### src/rtl/plic_core_ctrl_pkg.sv
// Shared constants and types for the platform-level interrupt controller core.
package plic_core_ctrl_pkg;

  localparam int PLIC_NUM_SOURCES = 32;
  localparam int PLIC_PRIO_WIDTH  = 3;
  localparam int PLIC_ADDR_WIDTH  = 12;
  // Interrupt IDs travel in 5 bits (claim value, complete wdata[4:0]).
  localparam int PLIC_ID_WIDTH    = 5;

  // Register byte offsets.
  localparam logic [11:0] PLIC_PRIO_OFFSET      = 12'h000;
  localparam logic [11:0] PLIC_PENDING_OFFSET   = 12'h080;
  localparam logic [11:0] PLIC_ENABLE_OFFSET    = 12'h100;
  localparam logic [11:0] PLIC_THRESHOLD_OFFSET = 12'h200;
  localparam logic [11:0] PLIC_CLAIM_OFFSET     = 12'h204;

  // Static line assignment; line 0 is reserved.
  localparam int PLIC_GPIO_INTERRUPT = 1;
  localparam int PLIC_TIM0_INTERRUPT = 2;
  localparam int PLIC_TIM1_INTERRUPT = 3;
  localparam int PLIC_UART_INTERRUPT = 4;

  // Per-source gateway state.
  typedef enum logic {
    GW_IDLE  = 1'b0,
    GW_ARMED = 1'b1
  } gw_state_e;

endpackage

### src/rtl/plic_core_ctrl_if.sv
// Register port between the AXI-Lite slave adapter and the PLIC core.
//
// Handshake: the master pulses reg_req_i for one cycle per access together
// with reg_we_i/reg_addr_i/reg_wdata_i. The slave never stalls: reg_ack_o is
// high exactly one cycle later, and reg_rdata_o carries the read data during
// that cycle only (0 otherwise). A new request may be issued in the same
// cycle as the previous ack, giving one access per cycle.
interface plic_core_ctrl_if #(
  parameter int ADDR_WIDTH = 12
) ();

  logic                  reg_req_i;
  logic                  reg_we_i;
  logic [ADDR_WIDTH-1:0] reg_addr_i;
  logic [31:0]           reg_wdata_i;
  logic                  reg_ack_o;
  logic [31:0]           reg_rdata_o;

  modport slave (
    input  reg_req_i,
    input  reg_we_i,
    input  reg_addr_i,
    input  reg_wdata_i,
    output reg_ack_o,
    output reg_rdata_o
  );

  modport master (
    output reg_req_i,
    output reg_we_i,
    output reg_addr_i,
    output reg_wdata_i,
    input  reg_ack_o,
    input  reg_rdata_o
  );

endinterface

### src/rtl/plic_core_ctrl_gateway.sv
// Per-source gateway: arms on a level assertion, holds pending until claimed,
// and only re-arms after the handler completes the ID.
module plic_gateway
  import plic_core_ctrl_pkg::*;
(
  input  logic      i_clk,
  input  logic      i_rst,
  input  logic      i_src,
  input  logic      i_claim_hit,
  input  logic      i_complete_hit,
  output logic      o_pending,
  output gw_state_e o_state
);

  gw_state_e r_state;
  gw_state_e w_state_next;
  logic      r_pending;
  logic      w_pending_next;

  // State and pending registers.
  always_ff @(posedge i_clk) begin
    if (i_rst) begin
      r_state   <= GW_IDLE;
      r_pending <= 1'b0;
    end else begin
      r_state   <= w_state_next;
      r_pending <= w_pending_next;
    end
  end

  // Next state: assertions are ignored while ARMED, and a complete arriving
  // with a new assertion returns to IDLE; the level is picked up next cycle.
  always_comb begin
    w_state_next   = r_state;
    w_pending_next = r_pending;
    case (r_state)
      GW_IDLE: begin
        if (i_src) begin
          w_state_next   = GW_ARMED;
          w_pending_next = 1'b1;
        end
      end
      GW_ARMED: begin
        if (i_complete_hit) begin
          w_state_next = GW_IDLE;
        end
      end
      default: w_state_next = GW_IDLE;
    endcase
    if (i_claim_hit) begin
      w_pending_next = 1'b0;
    end
  end

  assign o_pending = r_pending;
  assign o_state   = r_state;

endmodule

### src/rtl/plic_core_ctrl.sv
// Single-target PLIC core: gateways, priority arbiter, threshold compare and
// the word register port (priority, pending, enable, threshold, claim/complete).
module plic_core_ctrl
  import plic_core_ctrl_pkg::*;
#(
  parameter int NUM_SOURCES = PLIC_NUM_SOURCES,
  parameter int PRIO_WIDTH  = PLIC_PRIO_WIDTH,
  parameter int ADDR_WIDTH  = PLIC_ADDR_WIDTH
) (
  input  logic                   clock_i,
  input  logic                   reset_i,
  input  logic [NUM_SOURCES-1:0] irq_src_i,
  plic_core_ctrl_if.slave        reg_if,
  output logic                   irq_o,
  // Debug view of which gateways are ARMED (bit 0 always 0).
  output logic [NUM_SOURCES-1:0] o_dbg_armed
);

  // Register file.
  logic [PRIO_WIDTH-1:0]    r_prio [NUM_SOURCES];
  logic [NUM_SOURCES-1:0]   r_enable;
  logic [PRIO_WIDTH-1:0]    r_threshold;

  // Arbiter result and outputs.
  logic [PLIC_ID_WIDTH-1:0] r_best_id;
  logic [PRIO_WIDTH-1:0]    r_best_prio;
  logic                     r_irq;
  logic                     r_ack;
  logic [31:0]              r_rdata;

  logic [NUM_SOURCES-1:0]   w_pending;
  logic [PLIC_ID_WIDTH-1:0] w_best_id;
  logic [PRIO_WIDTH-1:0]    w_best_prio;
  logic [PLIC_ID_WIDTH-1:0] w_claim_id;
  logic [ADDR_WIDTH-1:0]    w_word_addr;
  logic [4:0]               w_prio_idx;
  logic                     w_prio_sel;
  logic                     w_wr;
  logic                     w_rd;
  logic                     w_claim;
  logic                     w_complete;
  logic [31:0]              w_rdata;
  logic                     w_unused_bits;

  // Address decode; byte lanes within a word are ignored.
  assign w_word_addr = {reg_if.reg_addr_i[ADDR_WIDTH-1:2], 2'b00};
  assign w_prio_idx  = w_word_addr[6:2];
  assign w_prio_sel  = (w_word_addr < ADDR_WIDTH'(PLIC_PENDING_OFFSET));
  assign w_wr        = reg_if.reg_req_i &  reg_if.reg_we_i;
  assign w_rd        = reg_if.reg_req_i & ~reg_if.reg_we_i;
  assign w_claim     = w_rd & (w_word_addr == ADDR_WIDTH'(PLIC_CLAIM_OFFSET));
  assign w_complete  = w_wr & (w_word_addr == ADDR_WIDTH'(PLIC_CLAIM_OFFSET));

  // A zero-priority result means nothing claimable, so the claim returns 0.
  assign w_claim_id  = (r_best_prio != '0) ? r_best_id : '0;

  assign w_unused_bits = ^{reg_if.reg_addr_i[1:0], reg_if.reg_wdata_i, irq_src_i[0]};

  assign w_pending[0]   = 1'b0;
  assign o_dbg_armed[0] = 1'b0;

  for (genvar g = 1; g < NUM_SOURCES; g++) begin : g_gw
    gw_state_e w_state;

    plic_gateway u_gw (
      .i_clk          (clock_i),
      .i_rst          (reset_i),
      .i_src          (irq_src_i[g]),
      .i_claim_hit    (w_claim && (r_best_prio != '0) && (r_best_id == PLIC_ID_WIDTH'(g))),
      .i_complete_hit (w_complete && (reg_if.reg_wdata_i[4:0] == 5'(g))),
      .o_pending      (w_pending[g]),
      .o_state        (w_state)
    );

    assign o_dbg_armed[g] = (w_state == GW_ARMED);
  end

  // Register writes; priority[0] and enable[0] are hardwired to zero.
  always_ff @(posedge clock_i) begin
    if (reset_i) begin
      for (int i = 0; i < NUM_SOURCES; i++) begin
        r_prio[i] <= '0;
      end
      r_enable    <= '0;
      r_threshold <= '0;
    end else if (w_wr) begin
      if (w_prio_sel) begin
        for (int i = 1; i < NUM_SOURCES; i++) begin
          if (w_prio_idx == 5'(i)) begin
            r_prio[i] <= reg_if.reg_wdata_i[PRIO_WIDTH-1:0];
          end
        end
      end
      if (w_word_addr == ADDR_WIDTH'(PLIC_ENABLE_OFFSET)) begin
        r_enable <= {reg_if.reg_wdata_i[NUM_SOURCES-1:1], 1'b0};
      end
      if (w_word_addr == ADDR_WIDTH'(PLIC_THRESHOLD_OFFSET)) begin
        r_threshold <= reg_if.reg_wdata_i[PRIO_WIDTH-1:0];
      end
    end
  end

  // Arbiter: highest priority among pending & enabled lines; the strict
  // compare keeps the lowest ID on ties and drops priority-0 lines.
  always_comb begin
    w_best_id   = '0;
    w_best_prio = '0;
    for (int i = 1; i < NUM_SOURCES; i++) begin
      if (w_pending[i] && r_enable[i] && (r_prio[i] > w_best_prio)) begin
        w_best_id   = PLIC_ID_WIDTH'(i);
        w_best_prio = r_prio[i];
      end
    end
  end

  // Registered arbiter result; a claim blanks it for one cycle so the same
  // ID cannot be handed out twice before pending has cleared.
  always_ff @(posedge clock_i) begin
    if (reset_i) begin
      r_best_id   <= '0;
      r_best_prio <= '0;
      r_irq       <= 1'b0;
    end else begin
      if (w_claim) begin
        r_best_id   <= '0;
        r_best_prio <= '0;
      end else begin
        r_best_id   <= w_best_id;
        r_best_prio <= w_best_prio;
      end
      r_irq <= (r_best_prio > r_threshold);
    end
  end

  // Read mux; unmapped addresses and unimplemented bits read as zero.
  always_comb begin
    w_rdata = '0;
    if (w_prio_sel) begin
      for (int i = 1; i < NUM_SOURCES; i++) begin
        if (w_prio_idx == 5'(i)) begin
          w_rdata = 32'(r_prio[i]);
        end
      end
    end else if (w_word_addr == ADDR_WIDTH'(PLIC_PENDING_OFFSET)) begin
      w_rdata = 32'(w_pending);
    end else if (w_word_addr == ADDR_WIDTH'(PLIC_ENABLE_OFFSET)) begin
      w_rdata = 32'(r_enable);
    end else if (w_word_addr == ADDR_WIDTH'(PLIC_THRESHOLD_OFFSET)) begin
      w_rdata = 32'(r_threshold);
    end else if (w_word_addr == ADDR_WIDTH'(PLIC_CLAIM_OFFSET)) begin
      w_rdata = 32'(w_claim_id);
    end
  end

  // One-cycle response: ack follows every request, data only for reads.
  always_ff @(posedge clock_i) begin
    if (reset_i) begin
      r_ack   <= 1'b0;
      r_rdata <= '0;
    end else begin
      r_ack   <= reg_if.reg_req_i;
      r_rdata <= w_rd ? w_rdata : '0;
    end
  end

  assign reg_if.reg_ack_o   = r_ack;
  assign reg_if.reg_rdata_o = r_rdata;
  assign irq_o              = r_irq;

endmodule
### src/flat_wrapper.sv
// flat-port wrapper written by rule: the top's interface ports become plain ports
module plic_core_ctrl_flat import plic_core_ctrl_pkg::*;
#(
  parameter int NUM_SOURCES = PLIC_NUM_SOURCES,
  parameter int PRIO_WIDTH  = PLIC_PRIO_WIDTH,
  parameter int ADDR_WIDTH  = PLIC_ADDR_WIDTH
)
  (clock_i, reset_i, irq_src_i, irq_o, o_dbg_armed, reg_if_reg_req_i, reg_if_reg_we_i, reg_if_reg_addr_i, reg_if_reg_wdata_i, reg_if_reg_ack_o, reg_if_reg_rdata_o);
  plic_core_ctrl_if #(.ADDR_WIDTH(ADDR_WIDTH)) reg_if_i ();
  input  logic clock_i;
  input  logic reset_i;
  input  logic [NUM_SOURCES-1:0] irq_src_i;
  output logic irq_o;
  output logic [NUM_SOURCES-1:0] o_dbg_armed;
  input wire logic [$bits(reg_if_i.reg_req_i)-1:0] reg_if_reg_req_i;
  input wire logic [$bits(reg_if_i.reg_we_i)-1:0] reg_if_reg_we_i;
  input wire logic [$bits(reg_if_i.reg_addr_i)-1:0] reg_if_reg_addr_i;
  input wire logic [$bits(reg_if_i.reg_wdata_i)-1:0] reg_if_reg_wdata_i;
  output wire logic [$bits(reg_if_i.reg_ack_o)-1:0] reg_if_reg_ack_o;
  output wire logic [$bits(reg_if_i.reg_rdata_o)-1:0] reg_if_reg_rdata_o;
  assign reg_if_i.reg_req_i = reg_if_reg_req_i;
  assign reg_if_i.reg_we_i = reg_if_reg_we_i;
  assign reg_if_i.reg_addr_i = reg_if_reg_addr_i;
  assign reg_if_i.reg_wdata_i = reg_if_reg_wdata_i;
  assign reg_if_reg_ack_o = reg_if_i.reg_ack_o;
  assign reg_if_reg_rdata_o = reg_if_i.reg_rdata_o;
  plic_core_ctrl #(.NUM_SOURCES(NUM_SOURCES), .PRIO_WIDTH(PRIO_WIDTH), .ADDR_WIDTH(ADDR_WIDTH)) u_core (.clock_i(clock_i), .reset_i(reset_i), .irq_src_i(irq_src_i), .reg_if(reg_if_i), .irq_o(irq_o), .o_dbg_armed(o_dbg_armed));
endmodule
### config.mk
export PLATFORM = sky130hd
export DESIGN_NAME = plic_core_ctrl_flat
export DESIGN_NICKNAME = d
export VERILOG_FILES = /design/src/rtl/plic_core_ctrl_pkg.sv /design/src/rtl/plic_core_ctrl_if.sv /design/src/rtl/plic_core_ctrl_gateway.sv /design/src/rtl/plic_core_ctrl.sv /design/src/flat_wrapper.sv
export SDC_FILE = /design/constraint.sdc
export NUM_CORES = 1
export LEC_CHECK = 0
export BUFFER_PORTS_ARGS = -buffer_cell sky130_fd_sc_hd__buf_4
export CORE_ASPECT_RATIO = 1.75
export CORE_UTILIZATION = 30
export CTS_CLUSTER_DIAMETER = 60
export DETAILED_ROUTE_END_ITERATION = 8
export PLACE_DENSITY = 0.5
export SYNTH_ARGS = -nofsm -noshare
export SYNTH_HDL_FRONTEND = slang
export SYNTH_SLANG_ARGS = --single-unit
### constraint.sdc
create_clock -name clock_i -period 56.3 [get_ports clock_i]
set_clock_uncertainty 0.15 [all_clocks]
set_input_delay 11.26 -clock clock_i [delete_from_list [all_inputs] [get_ports clock_i]]
set_output_delay 11.26 -clock clock_i [all_outputs]
set_load 0.05 [all_outputs]
# Word level (Yosys, flattened, before mapping)
# Memory sizes are Yosys's and may differ from the RTL's.
# Index checks and enable logic that the tools add are counted.
[totals] ff_bits=138 ramBits=96 input_bits=80 out_inout_bits=66 word_cells=840 memories=1
[op_classes] order_cmp=33 n_eq_ne=97 muxes=380 n_bitwise=68 reduce_logical=192
[mem_list] name="u_core.r_prio" depth=32 width=3 rd=31 rd_ports_with_merged_regs=0 write_ports=32 line_no="plic_core_ctrl.sv:20" text="logic [PRIO_WIDTH-1:0] r_prio [NUM_SOURCES];"
[op_table] cell="2-to-1 mux 3 bit" count=97
[op_table] cell="== test 5 bit, second input constant" count=48
[op_table] cell="2-to-1 mux 1 bit" count=220
[op_table] cell="2-to-1 mux 32 bit" count=4
[op_table] cell="logical AND 1 bit" count=125
[op_table] cell="== test 5 x 4 -> 1 bit, second input constant" count=24
[op_table] cell="greater-than comparator 3 bit" count=31
[op_table] cell="2-to-1 mux 5 bit" count=18
[op_table] cell="AND reduction 2 bit" count=33
[op_table] cell="OR reduction 2 bit" count=33
[op_table] cell="case mux 1 bit (2 select lines)" count=31
[op_table] cell="== test 5 x 3 -> 1 bit, second input constant" count=12
[op_table] cell="inverter 1 bit" count=33
[op_table] cell="2-to-1 mux 4 bit" count=8
[op_table] cell="bitwise OR 1 bit" count=31
[op_table] cell="== test 5 x 2 -> 1 bit, second input constant" count=6
[op_table] cell="== test 10 x 8 -> 1 bit, second input constant" count=2
[op_table] cell="== test 5 x 1 -> 1 bit, second input constant" count=3
[op_table] cell="< comparator 12 x 8 -> 1 bit, second input constant" count=1
[op_table] cell="== test 10 x 6 -> 1 bit, second input constant" count=1
[op_table] cell="== test 10 x 7 -> 1 bit, second input constant" count=1
[op_table] cell="bitwise AND 1 bit" count=4
[op_table] cell="2-to-1 mux 2 bit" count=2
[op_table] cell="greater-than comparator 3 x 1 -> 1 bit, second input constant" count=1
[op_table] cell="nonzero test 3 bit" count=1

# Depth between registers and ports, before layout
# An unclocked memory read counts as a cell.
[depth] ltp_word=94 depth_mapped=228 ltp_nobuf=227

# Hierarchy
# From an unflattened synthesis, not the netlist that was laid out.
[hier_totals] hier_cells=1771 area_unflattened_um2=14488.9
[modules_own_cells] module="plic_core_ctrl" n_inst=1 cells_each=1554 area_each_um2=12355.6 seq_area_each_um2=4314.1
[modules_own_cells] module="plic_gateway" n_inst=31 cells_each=7 area_each_um2=68.8 seq_area_each_um2=40.0

# Least setup slack after synthesis
# No wires, ideal clock.
[synth_path] path_type="register to register" from="register u_core.g_gw[1].u_gw.r_pending" to="register u_core.r_best_id[3]" setup_ns=0.129 arrival_ns=39.713 slack_ns=16.308 stages_incl_launch_ff=222 path_cell_list="dfxtp_1 -> and3_4 -> inv_1 -> ha_1 -> nor2b_1 -> o311ai_2 -> o21ai_0 -> and2_1 -> ha_1 -> nand2_1 -> or3_1 -> a22oi_1 -> or2_1 -> buf_4 -> nor2_4 -> nor2_1 -> a21oi_1 -> ha_1 -> [... 186 more ...] -> a221oi_1 -> o21bai_1 -> o21ai_0 -> ha_1 -> inv_1 -> a21oi_1 -> a21oi_1 -> o211ai_1 -> nand2_1 -> nand3_1 -> mux2_2 -> ha_1 -> nor2b_1 -> o21a_1 -> o2111ai_1 -> nand2_1 -> nor4_1 -> a21oi_1"
[synth_between] elab_chain_len=93
[synth_lines] element="start: declaration" line_no="plic_core_ctrl_gateway.sv:17" text="logic r_pending;"
[synth_lines] element="start signal: assignment" line_no="plic_core_ctrl_gateway.sv:27" text="r_pending <= w_pending_next;"
[synth_lines] element="logical AND 1 bit (*) (2 in a row)" line_no="plic_core_ctrl.sv:109" text="if (w_pending[i] && r_enable[i] && (r_prio[i] > w_best_prio)) begin"
[synth_lines] element="2-to-1 mux 3 bit (*)" line_no="plic_core_ctrl.sv:109"
[synth_lines] element="greater-than comparator 3 bit" line_no="plic_core_ctrl.sv:109"
[synth_lines] element="logical AND 1 bit" line_no="plic_core_ctrl.sv:109"
[synth_lines] element="2-to-1 mux 3 bit (*)" line_no="plic_core_ctrl.sv:109"
[synth_lines] element="greater-than comparator 3 bit" line_no="plic_core_ctrl.sv:109"
[synth_lines] element="logical AND 1 bit" line_no="plic_core_ctrl.sv:109"
[synth_lines] element="2-to-1 mux 3 bit (*)" line_no="plic_core_ctrl.sv:109"
[synth_lines] element="[... 76 more ...]"
[synth_lines] element="logical AND 1 bit" line_no="plic_core_ctrl.sv:109"
[synth_lines] element="2-to-1 mux 3 bit" line_no="plic_core_ctrl.sv:109"
[synth_lines] element="greater-than comparator 3 bit" line_no="plic_core_ctrl.sv:109"
[synth_lines] element="logical AND 1 bit" line_no="plic_core_ctrl.sv:109"
[synth_lines] element="2-to-1 mux 3 bit" line_no="plic_core_ctrl.sv:109"
[synth_lines] element="greater-than comparator 3 bit" line_no="plic_core_ctrl.sv:109"
[synth_lines] element="logical AND 1 bit" line_no="plic_core_ctrl.sv:109"
[synth_lines] element="2-to-1 mux 5 bit (*)" line_no="plic_core_ctrl.sv:109"
[synth_lines] element="end signal: assignment" line_no="plic_core_ctrl.sv:128" text="r_best_id <= w_best_id;"
[synth_lines] element="end: declaration" line_no="plic_core_ctrl.sv:25" text="logic [PLIC_ID_WIDTH-1:0] r_best_id;"
# Every way passes the cells marked *; elsewhere a longest branch is shown, timed or not.
# A chain may end at the register's enable or synchronous reset.

# Worst setup path in the final report
[layout_path] from="register u_core.g_gw[1].u_gw.r_pending" to="register u_core.r_best_id[4]"
[layout_between] elab_chain_len=93
[layout_lines] element="logical AND 1 bit (*) (2 in a row)" line_no="plic_core_ctrl.sv:109"
[layout_lines] element="2-to-1 mux 3 bit (*)" line_no="plic_core_ctrl.sv:109"
[layout_lines] element="greater-than comparator 3 bit" line_no="plic_core_ctrl.sv:109"
[layout_lines] element="logical AND 1 bit" line_no="plic_core_ctrl.sv:109"
[layout_lines] element="2-to-1 mux 3 bit (*)" line_no="plic_core_ctrl.sv:109"
[layout_lines] element="greater-than comparator 3 bit" line_no="plic_core_ctrl.sv:109"
[layout_lines] element="logical AND 1 bit" line_no="plic_core_ctrl.sv:109"
[layout_lines] element="2-to-1 mux 3 bit (*)" line_no="plic_core_ctrl.sv:109"
[layout_lines] element="[... 76 more ...]"
[layout_lines] element="logical AND 1 bit" line_no="plic_core_ctrl.sv:109"
[layout_lines] element="2-to-1 mux 3 bit" line_no="plic_core_ctrl.sv:109"
[layout_lines] element="greater-than comparator 3 bit" line_no="plic_core_ctrl.sv:109"
[layout_lines] element="logical AND 1 bit" line_no="plic_core_ctrl.sv:109"
[layout_lines] element="2-to-1 mux 3 bit" line_no="plic_core_ctrl.sv:109"
[layout_lines] element="greater-than comparator 3 bit" line_no="plic_core_ctrl.sv:109"
[layout_lines] element="logical AND 1 bit" line_no="plic_core_ctrl.sv:109"
[layout_lines] element="2-to-1 mux 5 bit (*)" line_no="plic_core_ctrl.sv:109"
# Marks and branches as above.

==> run metrics <==
Hold Path Stages 2; layout cells sized above 1 0.143; initial drt markers 1039; Layout Utilization 0.353; Reg power frac 0.482; Pleak between 6 and 7 nW; FF-to-FF path depth roughly 220; worst endpoint required time approximately 57 ns; Synth cell types 102; clock sink total 231; part of the power in combinational logic 0.101; HP Start u_core.r_enable[9]$_SDFFE_PP0P_; Post-synth EDFFs 93; I/O pins 146; Net Sw Power 109 µW; Yosys warning count 0; vias per cell 5.60; worst min path class register to register; Antenna Nets Post-Route 0; Critical Path End Type register; Worst Setup SP u_core.g_gw[1].u_gw.o_pending$_SDFFE_PP0P_; Initial Util 0.305; Placer Congestion 0.966; Min Hold Slack 0.325 ns; global-route wire length before repair 84.5 mm; vias in the first global route approximately 14000; H-tree lvl count 1; TritonCTS Buffers 26; crit-path max cell delay 0.55 ns; min Tclk post-route 46.87 ns; Yosys reg bits approximately 230; synthesized area per cell 8.24 µm²; Global Route Usage Sum 0.226; switching share of power 0.269; Fin. Hold Viols 0; Reg clk slew, reported paths 0.07 ns; Tot Pwr 404 µW; maximum clock frequency approximately 21 MHz; gr ovfl total 0; initial antenna violation count 2; WL/cell 22.3 µm; max-slew violations 0; total wire length 56.3 mm; critical path's slowest cell o21ai_1; cell area after synthesis 14600 µm²; CTS tree yes; power per cell area 23.9 nW/µm²; top-count cell post-synth nor2_1; relative slew slack 0.206; top post-synthesis cells by count nor2_1 (247), nand2_1 (209), dfxtp_1 (138); final period utilization 0.832; sequential-to-total area share from yosys stat 0.381; total negative slack 0 ns; Synth area leaders edfxtp_1 (19%), dfxtp_1 (19%), nor2_1 (6.4%); dpl hpwl 44.3 mm; placed inst area roughly 16000 µm²; Post-Syn Nets 1891; Setup Fix Bufs, Post-CTS 0; Slew @ Worst Pin about 1.2 ns; cell count after synthesis 1772; status complete, no violations; Filler cells about 5000; CP most frequent cell nor2_1; largest net degree at the start of global routing slightly above 80; Vias ~14000; DIE WIDTH around 170 µm; share of the synthesized area in the top cell type 0.191; CTS max path bufs 3; Internal 295 µW; Layout Nets 1972; CP Launch Type register; worst-path maximum fanout 10; Post-CTS Resized 0; largest area contributor in the netlist edfxtp_1; Die Span Y 294 µm; row count 106; max cap viols 0; Final Cell Area 16900 µm²; core area 47900 µm²; drt pass-1 iters 6; Layout area overhead 15.8%; final setup vio count 0; Worst VDD drop roughly 0.015 mV; clk_lat worst skew 0.55 ns; # DRC 0; worst r2r src u_core.g_gw[1].u_gw.o_pending$_SDFFE_PP0P_; share of async-settable or async-resettable flops after synthesis 0; Die Footprint 49600 µm²; WP data arrival roughly 47 ns; unrepaired setup endpoints after global routing false; clock share of power 0.417; Post-synth top flop dfxtp_1; Root Driver clkbuf_16; Crit Path Category register to register; hold_buf cts 0; Buffers on Ports 141
[critical path, delay by kind of cell, from the launching register on]
| family | cells | cell delay (ns) |
|---|---|---|
| multiplexers | 11 | 3.61 |
| buffers and inverters | 7 | 0.53 |
| AND/OR/NAND/NOR | 76 | 12.62 |
| adder cells (fa/ha/maj) | 34 | 10.16 |
| flip-flops | 1 | 0.45 |
| AO/OA/AOI/OAI | 91 | 19.13 |
[placed cells by master (no fill, tap or decap), drive strengths merged, types with 9 or more instances in the layout]
| cell type | instances |
|---|---|
| or2 | 15 |
| a21oi | 127 |
| nand4 | 15 |
| a211oi | 53 |
| edfxtp | 93 |
| o21a | 13 |
| dfxtp | 138 |
| a211o | 9 |
| o21ai | 57 |
| nor3 | 37 |
| and2 | 24 |
| nor2 | 250 |
| or3 | 13 |
| o211ai | 21 |
| a31oi | 19 |
| ha | 39 |
| nor2b | 17 |
| nand3 | 57 |
| nor4 | 14 |
| inv | 99 |
| nand2 | 209 |
| a311oi | 36 |
| mux2 | 11 |
| o21bai | 10 |
| a21o | 32 |
| a31o | 16 |
| mux2i | 12 |
| o2111ai | 13 |
| o22ai | 15 |
| clkbuf | 38 |
| buf | 155 |
| o221ai | 9 |
| a22oi | 49 |
| nand2b | 18 |
| and3 | 35 |
[area by class of cell]
cell class	count	area, µm²	area share
Multi-Input combinational cell	1342	8160	0.483
Sequential cell	231	5560	0.329
Timing Repair Buffer	155	1160	0.0689
Tap cell	648	811	0.0480
Clock buffer	38	757	0.0448
Inverter	97	364	0.0215
Clock inverter	10	83.8	0.00496
Antenna cell	1	2.50	0.000148
[final timing paths]
kind | end | slack (ns)
worst max-delay path | u_core.r_best_id[4]$_SDFF_PP0_ | 9.43
worst max register to register | u_core.r_best_id[4]$_SDFF_PP0_ | 9.43
worst min register to register | u_core.r_enable[9]$_SDFFE_PP0P_ | 0.32
worst min-delay path | u_core.r_enable[9]$_SDFFE_PP0P_ | 0.32
[sequential cells by signal, summed over array words and instances (netlist names)]
register	cells
u_core.r_prio	93
u_core.g_gw.u_gw.o_state	31
u_core.r_best_id	5
u_core.reg_if.reg_rdata_o	32
u_core.r_threshold	3
u_core.r_enable	31
u_core.irq_o	1
u_core.reg_if.reg_ack_o	1
u_core.r_best_prio	3
u_core.g_gw.u_gw.o_pending	31
[power groups by stage]
| stage | registers (mW) | clock network, mW | logic [mW] |
|---|---|---|---|
| after detailed placement | 0.198 | 0 | 0.0408 |
| after CTS | 0.194 | 0.171 | 0.0409 |
| after global placement | 0.198 | 0 | 0.0403 |
| after global routing | 0.195 | 0.178 | 0.0443 |
| final | 0.195 | 0.168 | 0.0409 |
| after floorplan | 0.191 | 0 | 0.0287 |
[stage by stage]
stage | std cells | worst slack, ns
after floorplan | 1772 | 16.31
after global placement | 2473 | 10.35
after detailed placement | 2473 | 9.82
after CTS | 2521 | 9.62
after global routing | 2522 | 5.48
final | 2522 | 9.43
[metal layers]
layer	global-route usage	vias to the layer above	share of wire
met3	0.0171	124	0.041
met1	0.243	6830	0.37
li1	-	6717	-
met2	0.428	440	0.53
met5	0	-	0
met4	0.129	0	0.058
[kinds of logic (layout without fill, tap and decap cells)]
logic type / after synthesis / in the layout / share of synthesized area
AND/OR/NAND/NOR: 726 / 726 / 0.232
other: 1 / 2 / 0.000257
adder cells (fa/ha/maj): 44 / 44 / 0.0369
buffers and inverters: 199 / 300 / 0.0606
AO/OA/AOI/OAI: 548 / 548 / 0.272
multiplexers: 23 / 23 / 0.0170
flip-flops: 231 / 231 / 0.381
Note: power is estimated with default switching activity, not from simulation.
